## config.mk

```make
export PLATFORM = sky130hd
export DESIGN_NAME = mmio_uart_tx
export DESIGN_NICKNAME = d
export VERILOG_FILES = /design/src/rtl/mmio_uart_tx.sv
export SDC_FILE = /design/constraint.sdc
export NUM_CORES = 1
export LEC_CHECK = 0
export CORE_MARGIN = 8
export CORE_UTILIZATION = 50
export CTS_CLUSTER_DIAMETER = 150
export DETAILED_ROUTE_END_ITERATION = 8
export GPL_ROUTABILITY_DRIVEN = 0
export PLACE_DENSITY = 0.88
export SLEW_MARGIN = 20
export SYNTH_ARGS = -nofsm -noshare
export SYNTH_HDL_FRONTEND = slang
export SYNTH_SLANG_ARGS = --single-unit
```

## constraint.sdc

```tcl
create_clock -name i_clk -period 3.8 [get_ports i_clk]
set_clock_uncertainty 0.05 [all_clocks]
set_input_delay 0.76 -clock i_clk [delete_from_list [all_inputs] [get_ports i_clk]]
set_output_delay 0.76 -clock i_clk [all_outputs]
set_load 0.1 [all_outputs]
```

## src/rtl/mmio_uart_tx.sv

```systemverilog
// Memory-mapped UART transmitter: byte FIFO fed from the store bus, 8N1 serialiser.
// Define UART_PARITY_EN to insert an even-parity bit between data and stop.
module mmio_uart_tx #(
    parameter logic [31:0] BASE_ADDR  = 32'h1000_0000,
    parameter int          CLK_DIV    = 16,
    parameter int          FIFO_DEPTH = 4
) (
    input  logic                          i_clk,
    input  logic                          i_reset,
    input  logic                          i_wrEn,
    input  logic [31:0]                   i_memAddr,
    input  logic [31:0]                   i_memData,
    output logic                          o_txd,
    output logic                          o_busy,
    output logic                          o_full,
    output logic [$clog2(FIFO_DEPTH):0]   o_count,
    output logic                          o_overflow
);

    localparam int              PW       = $clog2(FIFO_DEPTH);
    localparam int              CW       = PW + 1;
    localparam logic [15:0]     DIV_LAST = 16'(CLK_DIV - 1);
    localparam logic [CW-1:0]   FULL_CNT = CW'(FIFO_DEPTH);

`ifdef UART_PARITY_EN
    typedef enum logic [2:0] {IDLE, START, DATA, PARITY, STOP} state_e;
`else
    typedef enum logic [2:0] {IDLE, START, DATA, STOP} state_e;
`endif

    state_e        state_q, state_d;
    logic [15:0]   baud_q, baud_d;
    logic [2:0]    bit_q, bit_d;
    logic [7:0]    shift_q, shift_d;
    logic          txd_q, txd_d;
    logic          par_q, par_d;
    logic          ovf_q, ovf_d;
    logic [CW-1:0] count_q, count_d;
    logic [PW-1:0] wptr_q, wptr_d;
    logic [PW-1:0] rptr_q, rptr_d;
    logic [7:0]    mem_q [FIFO_DEPTH];

    logic data_sel, ctrl_sel, full, push, pop, bit_end;
    logic data_unused;

    assign data_unused = ^i_memData[31:8];

    assign data_sel = i_wrEn && (i_memAddr == BASE_ADDR);
    assign ctrl_sel = i_wrEn && (i_memAddr == BASE_ADDR + 32'd4);
    assign full     = (count_q == FULL_CNT);
    assign push     = data_sel && !full;
    assign bit_end  = (baud_q == DIV_LAST);

    always_comb begin
        state_d = state_q;
        baud_d  = bit_end ? 16'd0 : baud_q + 16'd1;
        bit_d   = bit_q;
        shift_d = shift_q;
        par_d   = par_q;
        pop     = 1'b0;
        case (state_q)
            IDLE: begin
                baud_d = 16'd0;
                if (count_q != '0) begin
                    pop     = 1'b1;
                    state_d = START;
                end
            end
            START: begin
                if (bit_end) begin
                    state_d = DATA;
                    bit_d   = 3'd0;
                end
            end
            DATA: begin
                if (bit_end) begin
                    shift_d = shift_q >> 1;
                    if (bit_q == 3'd7) begin
`ifdef UART_PARITY_EN
                        state_d = PARITY;
`else
                        state_d = STOP;
`endif
                    end else begin
                        bit_d = bit_q + 3'd1;
                    end
                end
            end
`ifdef UART_PARITY_EN
            PARITY: begin
                if (bit_end) state_d = STOP;
            end
`endif
            STOP: begin
                if (bit_end) begin
                    if (count_q != '0) begin
                        pop     = 1'b1;
                        state_d = START;
                    end else begin
                        state_d = IDLE;
                    end
                end
            end
            default: state_d = IDLE;
        endcase
        // Parity is captured at pop time because the shifter consumes the byte.
        if (pop) begin
            shift_d = mem_q[rptr_q];
            par_d   = ^mem_q[rptr_q];
        end
    end

    always_comb begin
        txd_d = 1'b1;
        case (state_d)
            START:   txd_d = 1'b0;
            DATA:    txd_d = shift_d[0];
`ifdef UART_PARITY_EN
            PARITY:  txd_d = par_d;
`endif
            default: txd_d = 1'b1;
        endcase
    end

    always_comb begin
        wptr_d  = wptr_q + PW'(push);
        rptr_d  = rptr_q + PW'(pop);
        count_d = count_q + CW'(push) - CW'(pop);
        ovf_d   = ovf_q;
        if (data_sel && full) begin
            ovf_d = 1'b1;
        end else if (ctrl_sel && i_memData[0]) begin
            ovf_d = 1'b0;
        end
    end

    always_ff @(posedge i_clk or posedge i_reset) begin
        if (i_reset) begin
            state_q <= IDLE;
            baud_q  <= 16'd0;
            bit_q   <= 3'd0;
            shift_q <= 8'd0;
            txd_q   <= 1'b1;
            par_q   <= 1'b0;
            ovf_q   <= 1'b0;
            count_q <= '0;
            wptr_q  <= '0;
            rptr_q  <= '0;
        end else begin
            state_q <= state_d;
            baud_q  <= baud_d;
            bit_q   <= bit_d;
            shift_q <= shift_d;
            txd_q   <= txd_d;
            par_q   <= par_d;
            ovf_q   <= ovf_d;
            count_q <= count_d;
            wptr_q  <= wptr_d;
            rptr_q  <= rptr_d;
        end
    end

    always_ff @(posedge i_clk) begin
        if (push) mem_q[wptr_q] <= i_memData[7:0];
    end

    assign o_txd      = txd_q;
    assign o_busy     = (count_q != '0) || (state_q != IDLE);
    assign o_full     = full;
    assign o_count    = count_q;
    assign o_overflow = ovf_q;

endmodule

```

Yosys cells after proc, flatten, opt, wreduce, memory -nomap -nowiden

Memory sizes are Yosys's and may differ from the RTL's.
Index checks and enable logic that the tools add are counted.

Flip-flop bits (word level): 39
Bits in writable memories: 32
Input port bits: 67
Output and inout bits: 7
Word-level logic and storage cells: 70
Memories: 1

Add/sub/neg operators: 6
Eq/ne operators: 13
Mux-type cells: 24
Reduce and logical (&&, ||, !) cells: 16

Memory list:

| memory | depth | width | read ports | clocked after memory_dff | write ports | RTL line | text |
|---|---|---|---|---|---|---|---|
| mem_q  | 4     | 8     | 1          | 0                        | 1           | 41       | `logic [7:0] mem_q [FIFO_DEPTH];` |

Operators with widths:

| cell                                                              | count |
|---|---|
| 32-bit by 29-bit == test with 1-bit output, second input constant | 2 |
| 16-bit two-way mux                                                | 2 |
| 3-bit two-way mux                                                 | 8 |
| 8-bit two-way mux                                                 | 3 |
| 16-bit by 1-bit adder with 16-bit output, second input constant   | 1 |
| 16-bit by 4-bit == test with 1-bit output, second input constant  | 1 |
| 3-bit one-hot mux with 4 select lines                             | 1 |
| 3-bit by 2-bit == test with 1-bit output, second input constant   | 3 |
| 2-bit nonzero test                                                | 4 |
| 1-bit two-way mux                                                 | 7 |
| 3-bit by 1-bit == test with 1-bit output, second input constant   | 2 |
| 3-bit == test, second input constant                              | 2 |
| 2-bit inequality test, second input constant                      | 3 |
| 3-bit one-hot mux with 2 select lines                             | 1 |
| 3-bit nonzero test                                                | 2 |
| 1-bit logical AND                                                 | 5 |
| 2-bit by 1-bit adder with 2-bit output                            | 2 |
| 1-bit one-hot mux with 2 select lines                             | 2 |
| 4-bit AND reduction                                               | 1 |
| 3-bit by 1-bit adder with 3-bit output                            | 1 |
| 3-bit by 1-bit adder with 3-bit output, second input constant     | 1 |
| 3-bit logical NOT                                                 | 1 |
| 3-bit by 1-bit subtractor with 3-bit output                       | 1 |
| 2-bit AND reduction                                               | 1 |
| 2 further kinds                                                   | 2 |

Logic depth before layout (Yosys ltp)

Gate-level depths: netlist of the first run.

Depth after elaboration: 6
Depth in mapped cells: 12
Mapped depth without buffers: 12

Worst setup path before layout of the first run

OpenSTA, ideal clock, no wires.

Path kind: reg2reg
From: register count_q[2], in the netlist o_count[2]
To: register count_q[2], in the netlist o_count[2]
Library setup time: 127 ps
Data arrival time: 4,852 ps
Required time: 3,623 ps
Slack: -1,228 ps
Cell stages (with the launch flop): 10
Buffers on the path: 0
Period minus slack after synthesis: 5,028 ps
Cell sequence: dfrtp_1 -> nor3b_1 -> nor4_1 -> inv_1 -> ha_1 -> inv_1 -> ha_1 -> fa_1 -> xnor2_1 -> xnor2_1

Longest elaborated chain between the ends: 5
Elaborated cells on any way between the ends: 9
Those cells by class: 2 x add/sub; 1 x eq/ne; 3 x mux; 3 x reduce/logical

RTL lines:

| item                                        | RTL line | text |
|---|---|---|
| start: declaration                          | 38       | `logic [CW-1:0] count_q, count_d;` |
| start signal: assignment                    | 157      | `count_q <= count_d;` |
| 3-bit == test                               | 50       | `assign full = (count_q == FULL_CNT);` |
| via o_full                                  | 15       | `output logic o_full,` |
| 1-bit logical NOT                           | 51       | `assign push = data_sel && !full;` |
| 1-bit logical AND                           | 51       |  |
| 3-bit by 1-bit adder with 3-bit output      | 128      | `count_d = count_q + CW'(push) - CW'(pop);` |
| 3-bit by 1-bit subtractor with 3-bit output | 128      |  |
| via count_d[2]                              | 38       |  |

The timed path passes the listed nets, and every way through them passes these cells.
A chain may end at the register's enable or synchronous reset.

Worst setup path in the final report of the first run

From: register count_q[0], in the netlist o_count[0]
To: output port o_busy

Longest elaborated chain between the ends: 2

RTL lines:

| item               | RTL line | text |
|---|---|---|
| 3-bit nonzero test | 168      | `assign o_busy = (count_q != '0) \|\| (state_q != IDLE);` |
| 1-bit logical OR   | 168      |  |
| end: declaration   | 14       | `output logic o_busy,` |

No other way between the ends.

==> impl_metrics.ini, run 1 <==
[outcome]
run_status = complete, no violations

[die]
core_um2 = 6277
area_of_the_die_um2 = 9196
placementRows = 29
initial_core_util_pct = 50.85
die_width_um = 95.90
top_level_ports = 74
dieHeight_um = 95.90

[worst_setup_path]
critPathMaxFanout = 4
cp-end-kind = output pin
worst-setup-path-type = reg -> out
crit_path_cell_trace = nor3_1 -> nand2_1 -> clkdlybuf4s50_1
crit_path_start_kind = register
timing.critical_path.slowest_stage_cell = sky130_fd_sc_hd__clkdlybuf4s50_1
cpLargestDelayFamily = buffers and inverters
crit_buf_inv = 1
worst-endpoint-required_ns = 2.99
cp_data_arrival_time_ns = 2.34
worst_path_largest_cell_delay_ns = 1.00

[pwr]
pwr-share-comb_pct = 25.6
power.density_cell_area_nw_per_um2 = 559.9
power.leakage_uw = 0.001607
p_switching_uw = 715.0
sequentialPowerShare_pct = 45.1
net_switching_share_of_the_total_power_pct = 32.05
internal_power_uw = 1516
vdd_ir_drop_max_mv = 0.3801
power.clock.fraction_pct = 29.3

[placed_design]
placement.io_buffers = 49
place_hpwl_um = 4455

[yosys]
post-synth-top-area-fraction_pct = 30.11
synth-seq-area-share_pct = 60.72
synth.ff_latch_count = 71
ys_types = 43
synth_enable_flop_cells = 32
yosysMostFrequentCell = sky130_fd_sc_hd__dfrtp_1
mappedNetlistArea_um2 = 3192
synth.largest_area_cell = sky130_fd_sc_hd__edfxtp_1
synthesis.yosys.warnings = 0
netlist_top_cells_count = sky130_fd_sc_hd__dfrtp_1, sky130_fd_sc_hd__edfxtp_1, sky130_fd_sc_hd__nor2_1, sky130_fd_sc_hd__nand2_1, sky130_fd_sc_hd__xor2_1
primary_flip_flop_cell_chosen_by_synthesis_mapping = sky130_fd_sc_hd__dfrtp_1
cells_after_synthesis = 238
net_count_synth = 313
avg_cell_area_syn_um2 = 13.41
ys_async_rst_share_pct = 54.93
post_synth_main_area_contributors = sky130_fd_sc_hd__edfxtp_1, sky130_fd_sc_hd__dfrtp_1, sky130_fd_sc_hd__mux4_1

[clocking]
cts.root.buffer_cell = sky130_fd_sc_hd__clkbuf_8
cts_inserted_buffers = 9
cts_post_setup_buffers_inserted = 0
cts-hold-fix-buffers = 0
cts_resized = 0
clock_latency_at_the_later_pin_of_the_worst_skew_pair_ns = 0.34
clk_pin_slew_worst_paths_ns = 0.07
clock_tree.buffer_depth = 2
ctsHtreeMaxLevel = 3
cts.sinks = 71
cts_tree = yes

[sta]
clock.fmax_mhz = 317.5
setup-violations-final = 0
rsz_0062_raised_after_global_routing = no
hold_slack_ns = 0.4298
tightest_slew_ns = 0.9968
min_period_ns = 3.150
slew_violations = 0
final.period_utilization_pct = 82.89
setup-tns-final_ns = 0
timing.max_slew.rel_slack_pct = 33.34
count_of_final_hold_check_violations = 0

[final_layout]
layout.area.seq_um2 = 1938
fillerInstances = 470
area_growth_pct = 24.81
multiInputGateArea_um2 = 1160
final_nets = 371
share_of_final_layout_standard_cells_stronger_than_drive_strength_1_pct = 14.62
insertedDiodeCount = 0

[route]
detail_route.drc_violations = 0
post_drt_wl_per_cell_um = 16.06
postRouteWirelength_um = 6071
vias = 2052
routed_via_density = 5.429
final_antenna_net_count = 0
detail_route.first_pass.iterations = 4
drc_marker_count_from_the_first_detailed_route_iteration = 49

[worst_hold_path]
hold_class = reg -> reg

[global_routing]
grt_max_degree = 40
grt.total_usage_pct = 14.83
global_route_wire_length_before_repair_um = 10320
grt_overflow = 0
first_global_vias = 2172
grt_antenna_before_repair = 0

[job]
cap_violations = 0
==> per-stage QoR <==
stage / util [%] / total power (uW) / instance area, um2 / cells / setup WS (ns)
floorplan: - / 1435 / 3203 / 238 / 0.3400
global placement: 59.94 / 1570 / 3762 / 362 / 0.3213
detailed placement: 59.94 / 1595 / 3762 / 362 / 0.2709
CTS: 63.46 / 2257 / 3984 / 378 / 0.6059
global route: 63.46 / 2331 / 3984 / 378 / 0.4869
finish: 63.46 / 2230 / 3984 / 378 / 0.6502
==> cells in the final DEF (no fill, tap or decap), drive strengths merged, types with 4 or more instances in the layout <==
cell type      synthesis  layout
a221o                  6       6
and3                   9       9
buf                    3       6
clkbuf                 4       9
clkdlybuf4s50          0      48
clkinv                 1       5
dfrtp                 38      38
edfxtp                32      32
ha                     7       7
inv                    9       9
mux4                   8       8
nand2                 18      18
nand3                  7       7
nand4                  5       5
nor2                  29      29
nor3                   4       4
nor3b                  4       4
nor4                   9       9
o21ai                  5       5
xnor2                  9       9
xor2                  11      11
==> registers in the layout, indices dropped and copies added, names as in the netlist <==
signal,cells
mem_q,32
baud_q,16
shift_q,8
bit_q,3
o_count,3
state_q,3
rptr_q,2
wptr_q,2
o_overflow,1
o_txd,1
==> path summary, 6_finish.rpt <==
path                       cells after the start    endpoint  slack, ns  startpoint
setup / recovery                               3      o_busy       0.65  o_count[0]
hold / removal                                 1   baud_q[0]       0.43   baud_q[0]
setup reg to reg                              11  o_count[2]       0.68  baud_q[13]
hold reg to reg                                1   baud_q[0]       0.43   baud_q[0]
max in group asynchronous                      3       o_txd       2.56     i_reset
min in group asynchronous                      3   wptr_q[0]       0.78     i_reset
==> power by group through the flow <==
stage	Clock [uW]	Combinational [uW]	Sequential (uW)
after floorplan	0	338	1100
after global placement	0	553	1020
after detailed placement	0	574	1020
after CTS	674	577	1010
after global routing	702	609	1020
final	654	570	1010
==> worst register-to-register path: stages, from the launching register on <==
cell and delay (ns):
sky130_fd_sc_hd__dfrtp_1 0.41, sky130_fd_sc_hd__or4_4 0.57, sky130_fd_sc_hd__nor4_4 0.40, sky130_fd_sc_hd__or2_4 0.36, sky130_fd_sc_hd__nand2_4 0.10, sky130_fd_sc_hd__clkinv_4 0.10
sky130_fd_sc_hd__ha_1 0.13, sky130_fd_sc_hd__inv_1 0.04, sky130_fd_sc_hd__ha_1 0.19, sky130_fd_sc_hd__fa_1 0.38, sky130_fd_sc_hd__xnor2_1 0.17, sky130_fd_sc_hd__xnor2_1 0.14
==> cell families (layout without fill, tap and decap cells) <==
group / count (synthesis) / count (layout) / share of synthesized area [%]
AND/OR/NAND/NOR: 94 / 94 / 16.35
XOR/XNOR: 20 / 20 / 5.488
adder cells (fa/ha/maj): 8 / 8 / 3.371
flip-flops: 71 / 71 / 60.72
AO/OA/AOI/OAI: 17 / 17 / 3.881
other: 1 / 1 / 0.1175
multiplexers: 10 / 10 / 6.782
buffers and inverters: 17 / 80 / 3.293
==> metal layers <==
metal / up-vias / routed length (um) / track usage (%)
met5: - / 0 / 0
met4: 0 / 125 / 6.530
met3: 15 / 171 / 4.758
met2: 28 / 3262 / 26.00
met1: 1024 / 2511 / 16.08
li1: 985 / - / -
==> area by class of cell <==
cell class / instances / area share, %
clock inverter: 7 / 2.450
sequential: 71 / 48.65
timing repair buffer: 54 / 13.19
multi-input combinational: 150 / 29.11
inverter: 10 / 1.068
clock buffer: 9 / 3.109
tap: 77 / 2.418
(Power assumes the default switching activity.)
==> run 2, diff against run 1 <==
CORE_UTILIZATION = 45   (was 50)
PLACE_DENSITY = 0.84   (was 0.88)
clock period = 2.55 ns   (was 3.8 ns; I/O delays follow)
==> run 2 against run 1 <==
  * The run now ends with setup timing left
  * Worst setup slack got worse by 0.79 ns
  * Non-clock buffer count rose by 36
  * Register-to-register slack worse by 0.82 ns
  * Clock-buffer cell count unchanged
  * Critical path depth is 8 higher
  * Combinational power grew 68%
  * Sequential share of layout area is 5.4 points lower
  * Sequential power is 50% higher
  * Clock power up 50%
  * Critical path type is now reg -> reg
  * Largest cell class unchanged
  * Largest power group unchanged
  * Highest routed layer unchanged
==> impl_metrics.ini, run 2 (synthesized netlist as in run 1, its figures left out) <==
[outcome]
run_status = complete, but fails checks
violations = setup timing

[sta]
timing.max_slew.rel_slack_pct = 40.16
rsz_0062_raised_after_global_routing = yes
finalWorstSetupSlack_ns = -0.1397
tightest_slew_ns = 0.8907
slew_violations = 0
setup-violations-final = 2
final.period_utilization_pct = 105.5
min_period_ns = 2.690
clock.fmax_mhz = 371.8
hold_slack_ns = 0.4539
count_of_final_hold_check_violations = 0

[clocking]
cts_inserted_buffers = 9
clk_pin_slew_worst_paths_ns = 0.08
clock_tree.buffer_depth = 2
cts.root.buffer_cell = sky130_fd_sc_hd__clkbuf_8
cts.sinks = 71
ctsHtreeMaxLevel = 3
cts_tree = yes
clock_latency_at_the_later_pin_of_the_worst_skew_pair_ns = 0.33

[worst_setup_path]
worst-endpoint-required_ns = 2.73
critPathMaxFanout = 3
endpoint = o_count[2]
r2r_slack_ns = -0.14
crit_path_cell_trace = or4_4 -> nor4_4 -> or2_4 -> nand2_4 -> clkinv_4 -> ha_4 -> inv_2 -> ha_4 -> fa_2 -> xnor2_2 -> xnor2_1
cpLargestDelayFamily = simple AND/OR/NAND/NOR gates
worst-path-stages = 11
critical_path.most_common_cell = sky130_fd_sc_hd__ha_4
worst_path_largest_cell_delay_ns = 0.56
cp_data_arrival_time_ns = 2.87
r2r.worst_path.cells = 11
timing.critical_path.slowest_stage_cell = sky130_fd_sc_hd__or4_4
crit_start = baud_q[14]
timing.rr.start = baud_q[14]
worst-setup-path-type = reg -> reg
crit_path_start_kind = register
crit_buf_inv = 2
critical_path.reg2reg.endpoint = o_count[2]
cp-end-kind = register

[die]
initial_core_util_pct = 46.72
dieHeight_um = 100.2
placementRows = 30
core_um2 = 6832
top_level_ports = 74
area_of_the_die_um2 = 10040
die_width_um = 100.2

[global_routing]
grt_overflow = 0
grt_max_degree = 40
first_global_vias = 2419
global_route_wire_length_before_repair_um = 11730
grt.total_usage_pct = 14.91
grt_antenna_before_repair = 0

[job]
cap_violations = 0

[final_layout]
layout_top_registers = mem_q (32), baud_q (16), shift_q (8)
share_of_final_layout_standard_cells_stronger_than_drive_strength_1_pct = 31.45
largest_register = mem_q
largest_register_ffs = 32
finalCoreUtilization_pct = 65.84
layout.cells.most_common_list = sky130_fd_sc_hd__buf_4, sky130_fd_sc_hd__dfrtp_1, sky130_fd_sc_hd__edfxtp_1, sky130_fd_sc_hd__nor2_1, sky130_fd_sc_hd__dlymetal6s2s_1
final_nets = 407
area_growth_pct = 40.93
fillerInstances = 493
most_common_cell_after_layout_fill_and_taps_aside = sky130_fd_sc_hd__buf_4
insertedDiodeCount = 0

[worst_hold_path]
whs_path_depth = 2
hold_class = reg -> reg

[route]
postRouteWirelength_um = 7690
detail_route.first_pass.iterations = 4
vias = 2210
post_drt_wl_per_cell_um = 17.76
drc_marker_count_from_the_first_detailed_route_iteration = 117
detail_route.drc_violations = 0
routed_via_density = 5.104
final_antenna_net_count = 0

[placed_design]
place_hpwl_um = 4923
placement.io_buffers = 49

[pwr]
vdd_ir_drop_max_mv = 0.5079
power.leakage_uw = 0.002063
power.density_cell_area_nw_per_um2 = 769.6
run 2: through the flow:
stage,cell area [um2],total power (uW),setup TNS [ns],std cells,setup WS [ns]
4_1_cts,4339,3452,-0.1815,427,-0.1520
2_1_floorplan,3232,2160,-0.5477,238,-0.2961
3_5_place_dp,3998,2433,-9.397,404,-0.7487
6_report,4498,3462,-0.1931,433,-0.1397
5_1_grt,4498,3591,-0.9309,433,-0.2102
3_3_place_gp,3998,2392,-2.791,404,-0.5294
run 2: how the worst min path moves through the flow:
stage,start,end,slack (ns)
global route,baud_q[0],baud_q[0],0.48
finish,bit_q[2],bit_q[2],0.45
floorplan,baud_q[0],baud_q[0],0.40
global placement,bit_q[1],bit_q[1],0.42
CTS,bit_q[2],bit_q[2],0.46
detailed placement,bit_q[2],bit_q[2],0.44
run 2: worst register-to-register path, stage by stage, from the launching register on:
cell and delay [ns]:
sky130_fd_sc_hd__dfrtp_1 0.39, sky130_fd_sc_hd__or4_4 0.56, sky130_fd_sc_hd__nor4_4 0.29, sky130_fd_sc_hd__or2_4 0.19, sky130_fd_sc_hd__nand2_4 0.06, sky130_fd_sc_hd__clkinv_4 0.09
sky130_fd_sc_hd__ha_4 0.12, sky130_fd_sc_hd__inv_2 0.05, sky130_fd_sc_hd__ha_4 0.16, sky130_fd_sc_hd__fa_2 0.35, sky130_fd_sc_hd__xnor2_2 0.14, sky130_fd_sc_hd__xnor2_1 0.12
run 2: power by group:
part / internal (uW) / switching [uW] / leakage [uW]
Sequential: 1340 / 180 / 0.000793
Combinational: 430 / 525 / 0.00117
Clock: 552 / 431 / 0.000102
run 2: layer usage:
| metal | up-vias | share of wire, % | global-route usage, % |
|---|---|---|---|
| met2 | 50 | 56 | 26.77 |
| met5 | - | 0 | 0 |
| li1 | 1059 | - | - |
| met1 | 1090 | 39 | 16.41 |
| met3 | 11 | 3.4 | 4.152 |
| met4 | 0 | 1.4 | 5.233 |
run 2: what timing repair did:
item | in CTS | in global routing
buffers inserted | 7 | 6
resized for setup | 13 | 34
setup endpoints to repair | 2 | 10
hold buffers | 0 | 0
pin swaps | 13 | 18
run 2: layout make-up:
| class | instances | area (um2) | area share, % |
|---|---|---|---|
| clock buffers | 9 | 123.9 | 2.754 |
| clock inverters | 7 | 96.34 | 2.142 |
| inverters | 10 | 42.54 | 0.9458 |
| multi-input cells | 150 | 1289 | 28.65 |
| flip-flops and latches | 71 | 1947 | 43.28 |
| well taps | 96 | 120.1 | 2.670 |
| repair buffers | 90 | 879.6 | 19.55 |
